$ cat config.mk
export PLATFORM = sky130hd
export DESIGN_NAME = stage_wb
export DESIGN_NICKNAME = d
export VERILOG_FILES = /design/src/rtl/stage_wb.sv
export SDC_FILE = /design/constraint.sdc
export NUM_CORES = 1
export LEC_CHECK = 0
export CAP_MARGIN = 20
export CORE_MARGIN = 2
export CORE_UTILIZATION = 45
export DETAILED_ROUTE_END_ITERATION = 10
export DONT_BUFFER_PORTS = 1
export PLACE_DENSITY = 0.71
export SLEW_MARGIN = 20
export SYNTH_ARGS = -nofsm -noshare
export SYNTH_HDL_FRONTEND = slang
export SYNTH_SLANG_ARGS = --single-unit
$ cat constraint.sdc
create_clock -name clk -period 6.1 [get_ports clk]
set_input_delay 1.22 -clock clk [delete_from_list [all_inputs] [get_ports clk]]
set_output_delay 1.22 -clock clk [all_outputs]
set_load 0.005 [all_outputs]
$ cat src/rtl/stage_wb.sv
// MEM/WB pipeline register and write-back stage: captures the MEM-stage result,
// extracts sub-word loads, drives the register-file write port and counts retirements.
module stage_wb #(
  parameter int REG_WIDTH        = 32,
  parameter int REG_ADDR_WIDTH   = 5,
  parameter int RETIRE_CNT_WIDTH = 32
) (
  input  logic                        clk,
  input  logic                        reset_n,
  input  logic                        stall,
  input  logic                        flush,
  input  logic                        MEM_valid,
  input  logic                        MEM_reg_write_en,
  input  logic [REG_ADDR_WIDTH-1:0]   MEM_rd_addr,
  input  logic [1:0]                  MEM_wb_sel,
  input  logic [2:0]                  MEM_funct3,
  input  logic [REG_WIDTH-1:0]        MEM_alu_out,
  input  logic [REG_WIDTH-1:0]        DMEM_data_out,
  input  logic [REG_WIDTH-1:0]        MEM_pc_plus4,
  output logic                        WB_valid,
  output logic                        RF_wr_en,
  output logic [REG_ADDR_WIDTH-1:0]   RF_wr_addr,
  output logic [REG_WIDTH-1:0]        RF_wr_data,
  output logic [RETIRE_CNT_WIDTH-1:0] retire_count
);

  typedef enum logic [1:0] {
    WB_ALU  = 2'b00,
    WB_LOAD = 2'b01,
    WB_PC4  = 2'b10,
    WB_ALU2 = 2'b11
  } wb_sel_e;

  typedef enum logic [2:0] {
    F3_LB  = 3'b000,
    F3_LH  = 3'b001,
    F3_LW  = 3'b010,
    F3_LBU = 3'b100,
    F3_LHU = 3'b101
  } funct3_e;

  logic                      valid_q;
  logic                      reg_write_en_q;
  logic [REG_ADDR_WIDTH-1:0] rd_addr_q;
  wb_sel_e                   wb_sel_q;
  logic [2:0]                funct3_q;
  logic [REG_WIDTH-1:0]      alu_out_q;
  logic [REG_WIDTH-1:0]      dmem_q;
  logic [REG_WIDTH-1:0]      pc_plus4_q;
  logic [RETIRE_CNT_WIDTH-1:0] retire_q;

  // The WB instruction leaves either by advancing normally or by being flushed,
  // and flush wins over stall, so both cases retire it.
  logic retire_now;
  assign retire_now = valid_q & (flush | ~stall);

  // NOTE: sequential state uses non-blocking assignments so every flop samples
  // the pre-edge values regardless of statement order.
  always_ff @(posedge clk or negedge reset_n) begin
    if (!reset_n) begin
      valid_q        <= 1'b0;
      reg_write_en_q <= 1'b0;
      rd_addr_q      <= '0;
      wb_sel_q       <= WB_ALU;
      funct3_q       <= '0;
      alu_out_q      <= '0;
      dmem_q         <= '0;
      pc_plus4_q     <= '0;
      retire_q       <= '0;
    end else begin
      if (flush) begin
        valid_q <= 1'b0;
      end else if (!stall) begin
        valid_q        <= MEM_valid;
        reg_write_en_q <= MEM_reg_write_en;
        rd_addr_q      <= MEM_rd_addr;
        wb_sel_q       <= wb_sel_e'(MEM_wb_sel);
        funct3_q       <= MEM_funct3;
        alu_out_q      <= MEM_alu_out;
        dmem_q         <= DMEM_data_out;
        pc_plus4_q     <= MEM_pc_plus4;
      end
      if (retire_now) retire_q <= retire_q + RETIRE_CNT_WIDTH'(1);
    end
  end

  logic [1:0]           lsb;
  logic [7:0]           load_byte;
  logic [15:0]          load_half;
  logic [REG_WIDTH-1:0] load_data;

  assign lsb       = alu_out_q[1:0];
  assign load_byte = dmem_q[8*lsb +: 8];
  assign load_half = dmem_q[16*lsb[1] +: 16];

  // NOTE: every combinational output gets a default first so no path through
  // the case statements can infer a latch.
  always_comb begin
    load_data = dmem_q;
    case (funct3_e'(funct3_q))
      F3_LB:   load_data = {{(REG_WIDTH-8){load_byte[7]}}, load_byte};
      F3_LH:   load_data = {{(REG_WIDTH-16){load_half[15]}}, load_half};
      F3_LBU:  load_data = {{(REG_WIDTH-8){1'b0}}, load_byte};
      F3_LHU:  load_data = {{(REG_WIDTH-16){1'b0}}, load_half};
      default: load_data = dmem_q;
    endcase
  end

  always_comb begin
    RF_wr_data = alu_out_q;
    case (wb_sel_q)
      WB_LOAD: RF_wr_data = load_data;
      WB_PC4:  RF_wr_data = pc_plus4_q;
      default: RF_wr_data = alu_out_q;
    endcase
  end

  // x0 is hard-wired to zero, so writes to it are suppressed here.
  assign WB_valid     = valid_q;
  assign RF_wr_en     = valid_q & reg_write_en_q & (|rd_addr_q);
  assign RF_wr_addr   = rd_addr_q;
  assign retire_count = retire_q;

endmodule
* Word-level counts from Yosys, hierarchy flattened
Cells that the tools add are included.
W data, S select, Z words.
** Operators by class
- Add/sub/neg operators :: 1
- Equal/unequal tests :: 6
- Shift operators :: 2
- Muxes and demuxes :: 4
- Bitwise operators :: 6
- Reduce and logical (&&, ||, !) cells :: 3
** Operator list (count)
- $pmux W32 S4 :: 1
- $pmux W32 S2 :: 1
- $add A32 B1 Y32 const B :: 1
- $shiftx A32 B6 Y16 :: 1
- $shiftx A32 B6 Y8 :: 1
- $eq A3 B3 Y1 const B :: 2
- $reduce_or A5 Y1 :: 1
- $and A1 B1 Y1 :: 3
- $eq A3 B1 Y1 const B :: 1
- $logic_not A3 Y1 :: 1
- $eq A2 B1 Y1 const B :: 1
- $eq A2 B2 Y1 const B :: 1
- $mux W1 :: 2
- $ne A2 B1 Y1 const B :: 1
- $not A1 Y1 :: 2
- $reduce_and A2 Y1 :: 1
- $or A1 B1 Y1 :: 1
** Storage, ports and cells
- Flip-flop bits (word level) :: 140
- Bits of input ports :: 112
- Output and inout bits :: 71
- Word-level logic and storage cells :: 31

* Depth between registers and ports, before layout
Gate-level depths: netlist (run 1).
- Depth after elaboration :: 3
- Depth in mapped cells :: 10
- Gate-level depth less buffers :: 6

* Worst setup path before layout (run 1)
OpenSTA, ideal clock, no wires.
- Kind :: reg2out
- Start point :: register wb_sel_q[0]
- End point :: output port RF_wr_data[16]
- Data arrival time :: 1.681 ns
- Required time :: 4.880 ns
- Slack :: 3.199 ns
- Cell stages (with the launch flop) :: 10
- Buffers on the path :: 4
- Path through :: dfrtp_1 > ha_1 > buf_4 > nor2b_1 > buf_6 > and2_1 > buf_2 > buf_6 > a221oi_1 > nand2_1
** Between the ends
- Word-level cells in the longest chain between the ends :: 2
- Elaborated cells on any way between the ends :: 3
- Those cells by class :: eq/ne (2); mux (1)
** Ends and longest elaborated chain
- start: declaration :: line 45 : wb_sel_e wb_sel_q;
- start signal: assignment :: line 77 : wb_sel_q <= wb_sel_e'(MEM_wb_sel);
- $eq A2 B2 Y1 / $eq A2 B1 Y1 (equally long branches) :: line 111 : case (wb_sel_q)
- $pmux W32 S2 (*) :: line 111
- end: declaration :: line 23 : output logic [REG_WIDTH-1:0] RF_wr_data,
Mark *: on every way between the ends. The rest lies on a longest branch, timed or not.

* Final worst setup path (run 1)
- Start point :: register wb_sel_q[1]
- End point :: output port RF_wr_data[25]
The elaborated chain is that of the path after synthesis.

==> metrics, run 1 <==
status=finished clean; Slew Limit Fails=0; Cell Pwr Density=352 mW/mm^2; Avg Inst Size Synth=12.2 um^2; Post-synth ARST share=1.00; Clock Skews=5.28 ps; Final ANT Viol Nets=0; initial antenna violation count=0; Non-Filler Instances=738; H-tree depth=4; Slowest-stage cell, CP=and2_1; # DRC=0; Top FF cell, synth=dfrtp_1; drt pass-1 iters=6; final WL=16.2 mm; met1 wire length=6.59 mm; crit-path max cell delay=740 ps; RD Place Congestion=0.876; #FFs+latches synth=140; GRT overflow=0; Placement Cell Area=0.00683 mm^2; critical path class=reg2out; Vias=4,474; die width=127 um; critical path, cell by cell=inv_1 > ha_1 > nor2b_1 > and2_1 > a222oi_1 > nand2_1; Mapped Nets=671; CP top delay family=simple AND/OR/NAND/NOR gates; layout net count=657; Area Overhead vs Synth=10.1%; first-pass GRT wire length=25.5 mm; static leakage=3.18 nW; WL met2=7.78 mm; vias in the first global route=4,699; Cell Area, Synth=0.00676 mm^2; Worst Setup Start Kind=flop; largest net degree at the start of global routing=141; Die Y-Extent=127 um; drt wl/cell=22.0 um; GRT Resource Usage Total=0.206; CTS sink cnt=140; Die Area=0.0160 mm^2; register area share after synthesis=0.518; fmax=241 MHz; fin crit share=0.681; setup TNS=0 ps; Buf/Inv on CP=1; initial DRC count=265; max cap viols=0; most frequent cells in the layout=dfrtp_1 (140), mux2_2 (104), nand2_1 (55), nor2b_1 (25), xor2_1 (18); Reg clk slew, reported paths=60 ps; Crit. End Element=output port; fill cell count=1,251; YS warnings=0; area of the core=0.0146 mm^2; IO buf count=0; worst-margin pin slew=908 ps; Tmin final=4150 ps; Post-synth EDFFs=0; IO Count=183; Required @ worst endpoint=4880 ps; DR vias/cell=6.06; RSZ-0062 raised after global routing=no; min-delay worst type=in2async; Rel. slew slack=0.393; top layer in use=met4; maximum VDD drop=0.000228 V; R2R setup slack=4310 ps; commonest non-fill, non-tap cell in the layout=dfrtp_1; CTS tree=yes; clock root buffer=clkbuf_16; initial core utilization=0.463; Std-Cell Rows=44; post-DP HPWL=11.5 mm; CTS Buffer Depth=2; fin area=0.00744 mm^2; final hold viol count=0; post_cts resized=0; worst-skew pair later-pin latency=420 ps; crit-path max FO=16; metal3 WL=1.40 mm; hold_buf cts=0; # Post-CTS Setup Buffers=0; # diodes=0; Cells after Synth=556; # setup viols final=0; DP Cell Count=707; Netlist cell types=45; CTS Buf Count=17; CP arrival=2930 ps; share of cells above drive strength 1=0.282
through the flow:
stage | power, W | util | hold WS (ps) | setup slack, ps
detailed placement | 0.00158 | 0.468 | 497 | 2440
finish | 0.00262 | 0.510 | 497 | 1950
global route | 0.00274 | 0.510 | 473 | 1810
floorplan | 0.00147 | - | 465 | 3200
CTS | 0.00265 | 0.510 | 471 | 1940
global placement | 0.00155 | 0.468 | 490 | 2600
path summary, 6_finish.rpt:
check                                    to             start  depth (start not counted)
max in group asynchronous     RF_wr_addr[1]           reset_n                          0
min                        retire_count[26]           reset_n                          0
max reg2reg                retire_count[22]   retire_count[0]                          5
max                          RF_wr_data[25]       wb_sel_q[1]                          6
min in group clk           retire_count[31]  retire_count[31]                          1
min reg2reg                retire_count[31]  retire_count[31]                          1
sequential cells by signal (all words and copies together) (netlist names), 2 cells and up:
| signal | cells |
|---|---|
| pc_plus4_q | 32 |
| dmem_q | 32 |
| RF_wr_addr | 5 |
| retire_count | 32 |
| alu_out_q | 32 |
| wb_sel_q | 2 |
| funct3_q | 3 |
synthesized netlist by cell type, drive strengths merged, types with 12 or more instances:
library cell	count	area, um^2
nor2b	25	156
mux2	104	1170
clkbuf	12	45.0
xor2	18	158
o221ai	16	140
nand3	12	90.1
buf	24	146
nor2	14	52.6
a21oi	16	83.8
nand2	56	218
xnor2	13	114
dfrtp	140	3500
mux2i	17	170
layout make-up:
cell class / instances / area (um^2) / area share
sequential: 140 / 3500 / 0.471
multi-input combinational: 375 / 3060 / 0.411
clock buffer: 21 / 470 / 0.0632
tap: 184 / 230 / 0.0309
clock inverter: 10 / 140 / 0.0188
timing repair buffer: 3 / 22.5 / 0.00303
inverter: 5 / 18.8 / 0.00252
cells by family after synthesis:
logic type | count (synthesis) | synth area share
multiplexers | 122 | 0.202
AO/OA/AOI/OAI | 66 | 0.0766
adder cells (fa/ha/maj) | 3 | 0.00555
buffers and inverters | 41 | 0.0311
AND/OR/NAND/NOR | 153 | 0.127
XOR/XNOR | 31 | 0.0402
flip-flops | 140 | 0.518
layer usage:
metal / vias up / track usage
li1: 2003 / -
met1: 2237 / 0.255
met2: 201 / 0.320
met3: 33 / 0.0772
met4: 0 / 0.0970
met5: - / 0
power breakdown:
group,switching [W],internal [W]
logic,0.000199,0.000195
registers,0.000118,0.00105
clock network,0.000387,0.000673
(Power assumes the default switching activity.)
==> run 2, diff against run 1 <==
- PLACE_DENSITY: 0.71 -> 0.73
- clock period: 6.1 -> 3.6 ns (I/O delays scaled with it)
==> run 2 against run 1 <==
  * The flow now finishes with violations (negative hold slack)
  * Combinational power is 73% higher
  * Largest power group unchanged
  * Via count stayed put
  * Core utilization hardly changed
  * Clock skew is 2.5 ps higher
==> metrics, run 2 (same netlist as run 1, synthesis figures left out) <==
Vias=4,474; IO buf count=0; initial DRC count=332; post-DP HPWL=11.5 mm; Storage cell area=0.00350 mm^2; CP top delay family=simple AND/OR/NAND/NOR gates; max cap viols=0; final hold viol count=36; fin area=0.00744 mm^2; Cell Pwr Density=591 mW/mm^2; Rel. slew slack=0.372; min-delay worst type=in2async; final WL=16.3 mm; fin crit share=0.914; worst-margin pin slew=940 ps; critical path class=reg2out; initial antenna violation count=2; combinational power share=0.154; layout net count=659; DR vias/cell=6.01; commonest non-fill, non-tap cell in the layout=dfrtp_1; CTS tree=yes; # DRC=0; die width=127 um; Final ANT Viol Nets=0; Non-Filler Instances=744; Clk pwr share=0.396; GRT Resource Usage Total=0.207; worst-skew pair later-pin latency=420 ps; Net Sw Power=0.00126 W; failing checks=negative hold slack; # Post-CTS Setup Buffers=0; Die Y-Extent=127 um; DP Cell Count=709; # setup viols final=0; Sw Ratio=0.286; Buf/Inv on CP=2; share of cells above drive strength 1=0.287; maximum VDD drop=0.000377 V; area occupied by multi-input gates=0.00306 mm^2; fmax=304 MHz; Std-Cell Rows=44; RD Place Congestion=0.848; drt wl/cell=22.0 um; final cell utilization of the core=0.510; RSZ-0062 raised after global routing=no; critical path, cell by cell=inv_1 > ha_1 > nor2b_1 > buf_4 > and2_1 > a221oi_1 > nand2_1; clock root buffer=clkbuf_16; sequential power share=0.449; Slew Limit Fails=0; CTS Buf Count=17; Int Power=0.00314 W; H-tree depth=4; CTS sink cnt=140; most frequent cells in the layout=dfrtp_1 (140), mux2_2 (104), nand2_1 (55), nor2b_1 (25), xor2_1 (18); fill cell count=1,262; static leakage=3.17 nW; status=finished, violations left; drt pass-1 iters=6; Area Overhead vs Synth=10.1%; crit-path max FO=16; Crit. End Element=output port; post_cts resized=0; Die Area=0.0160 mm^2; crit-path max cell delay=610 ps; Slowest-stage cell, CP=and2_1; first-pass GRT wire length=25.7 mm; setup TNS=0 ps; Clock Skews=7.81 ps; Worst Setup Start Kind=flop; largest net degree at the start of global routing=141; IO Count=183; vias in the first global route=4,684; area of the core=0.0146 mm^2; Placement Cell Area=0.00685 mm^2; CTS Buffer Depth=2; GRT overflow=0; Tmin final=3290 ps; CP arrival=2570 ps; initial core utilization=0.463; worst hold slack=-15.4 ps; Required @ worst endpoint=2880 ps; Reg clk slew, reported paths=60 ps
-- run 2: cell types whose count changed in the layout (fill, tap and decap cells not counted) --
| cell | change |
|---|---|
| clkbuf_1 | -1 |
| buf_4 | +2 |
| diode_2 | +3 |
| clkinv_2 | -1 |
| bufinv_16 | -1 |
| clkinvlp_4 | +2 |
| inv_6 | +5 |
| clkbuf_8 | -3 |
-- run 2: power groups by stage --
stage          Combinational, W  Sequential [W]  Clock, W
2_1_floorplan          0.000580         0.00191         0
3_3_place_gp           0.000654         0.00199         0
3_5_place_dp           0.000683         0.00200         0
4_1_cts                0.000688         0.00198   0.00178
5_1_grt                0.000748         0.00201   0.00186
6_report               0.000679         0.00198   0.00174
-- run 2: worst register-to-register path, stage by stage (launching register included) --
cell and delay (ps):
dfrtp_1 470, ha_1 210, and3_1 190, nand3_2 260, nor4_1 420, xor2_1 190
-- run 2: cell type report --
cell class,count,area share
sequential,140,0.471
multi-input combinational,375,0.411
clock buffer,17,0.0572
tap,184,0.0309
clock inverter,15,0.0220
timing repair buffer,5,0.00504
inverter,5,0.00252
antenna,3,0.00101
-- run 2: stage by stage --
| stage | total power, W | worst slack (ps) |
|---|---|---|
| after global placement | 0.00264 | 770 |
| final | 0.00440 | 309 |
| after global routing | 0.00462 | 135 |
| after detailed placement | 0.00269 | 750 |
| after CTS | 0.00445 | 292 |
| after floorplan | 0.00249 | 1200 |
-- run 2: worst paths after layout --
| check | start | end | slack (ps) | cells past startpoint |
|---|---|---|---|---|
| max | wb_sel_q[1] | RF_wr_data[30] | 310 | 7 |
| min | reset_n | RF_wr_addr[4] | -20 | 0 |
| max reg2reg | retire_count[0] | retire_count[22] | 1780 | 5 |
| min reg2reg | retire_count[31] | retire_count[31] | 510 | 1 |
| max in group asynchronous | reset_n | pc_plus4_q[5] | 3420 | 0 |
| min in group clk | flush | WB_valid | 360 | 1 |
-- run 2: per-layer routing --
| layer | wire length [um] | global-route usage |
|---|---|---|
| met1 | 6770 | 0.254 |
| met2 | 7840 | 0.327 |
| met3 | 1360 | 0.0747 |
| met4 | 377 | 0.0957 |
| met5 | 0 | 0 |
==> run 3, diff against run 2 <==
- CORE_UTILIZATION: 45 -> 55
- CTS_CLUSTER_SIZE: not set -> 12
- PLACE_DENSITY: 0.73 -> 0.84
==> run 3 against run 2 <==
  * The flow now finishes without violations
  * Non-clock buffer count rose by 2
  * Global-route usage grew 3.3 points
  * Die area decreased by 18%
  * Largest cell class unchanged
  * Largest power group unchanged
  * Highest routed layer unchanged
==> metrics, run 3 (same netlist as run 1, synthesis figures left out) <==
setup TNS=0 ps; status=finished clean; CTS Buffer Depth=2; initial antenna violation count=0; H-tree depth=4; fin area=0.00747 mm^2; Std-Cell Rows=40; area of the core=0.0120 mm^2; Required @ worst endpoint=2880 ps; Worst R2R Path Depth=5; share of cells above drive strength 1=0.288; fin crit share=0.935; crit-path max FO=24; IO Count=183; most frequent cells in the layout=dfrtp_1 (140), mux2_2 (104), nand2_1 (55), nor2b_1 (25), xor2_1 (18); # Post-CTS Setup Buffers=0; drt wl/cell=22.6 um; commonest non-fill, non-tap cell in the layout=dfrtp_1; # DRC=0; Cell Pwr Density=596 mW/mm^2; worst-skew pair later-pin latency=420 ps; RSZ-0062 raised after global routing=no; Die Y-Extent=115 um; GRT overflow=0; Crit. End Element=output port; CTS Buf Count=17; fill cell count=915; fmax=297 MHz; drt pass-1 iters=5; Tmin final=3370 ps; initial DRC count=393; first-pass GRT wire length=24.2 mm; CTS sink cnt=140; CP arrival=2650 ps; post-DP HPWL=10.9 mm; Final Total Pwr=0.00445 W; min-delay worst type=in2async; IO buf count=0; Die Area=0.0132 mm^2; Vias=4,478; largest net degree at the start of global routing=141; DR vias/cell=6.34; GRT Resource Usage Total=0.240; die width=115 um; post_cts resized=0; Placement Cell Area=0.00683 mm^2; final hold viol count=0; initial core utilization=0.563; Final ANT Viol Nets=0; RD Place Congestion=0.884; worst hold slack=215 ps; # diodes=0; final WL=15.9 mm; Slew Limit Fails=0; Clock Skews=4.86 ps; Reg clk slew, reported paths=60 ps; Worst Setup Start Kind=flop; critical path class=reg2out; vias in the first global route=4,608; Area Overhead vs Synth=10.5%; Rel. slew slack=0.365; clock root buffer=clkbuf_16; CTS tree=yes; maximum VDD drop=0.000523 V; static leakage=3.22 nW; worst-margin pin slew=949 ps; max cap viols=0; layout net count=661; # setup viols final=0
[run 3: path summary, 6_finish.rpt]
| kind | slack, ps | endpoint | start |
|---|---|---|---|
| worst min register to register | 510 | alu_out_q[14] | alu_out_q[14] |
| min in group clk | 370 | WB_valid | flush |
| max in group asynchronous | 2120 | dmem_q[9] | reset_n |
| worst max register to register | 1830 | retire_count[20] | retire_count[0] |
| worst max-delay path | 230 | RF_wr_data[25] | wb_sel_q[0] |
| worst min-delay path | 220 | retire_count[4] | reset_n |
[run 3: cell type report]
type / instances / area (um^2) / area share
Inverter: 5 / 18.8 / 0.00251
Clock inverter: 10 / 111 / 0.0149
Tap cell: 147 / 184 / 0.0246
Clock buffer: 22 / 494 / 0.0662
Timing Repair Buffer: 7 / 100 / 0.0134
Sequential cell: 140 / 3500 / 0.469
Multi-Input combinational cell: 375 / 3060 / 0.409
[run 3: power breakdown]
group | leakage (nW) | internal (W) | total, W | switching (W)
clock | 0.294 | 0.00111 | 0.00177 | 0.000661
sequential | 1.71 | 0.00178 | 0.00197 | 0.000194
combinational | 1.22 | 0.000343 | 0.000712 | 0.000369
[run 3: through the flow]
stage,instances,util,setup slack (ps)
after detailed placement,672,0.568,672
after floorplan,556,-,1200
after global placement,672,0.568,704
after CTS,704,0.619,211
after global routing,706,0.622,40.3
final,706,0.622,233
[run 3: layer usage]
| metal | track usage | vias up | part of all wire |
|---|---|---|---|
| li1 | - | 2004 | - |
| met1 | 0.289 | 2248 | 0.41 |
| met2 | 0.392 | 192 | 0.50 |
| met3 | 0.0828 | 34 | 0.073 |
| met4 | 0.105 | 0 | 0.023 |
| met5 | 0 | - | 0 |
[run 3: critical path: stages (launching register included)]
cell and delay (ps):
dfrtp_1 350, inv_1 60, ha_2 590, nor2b_1 90, buf_4 180, and2_1 400, a222oi_1 390, nand2_1 160
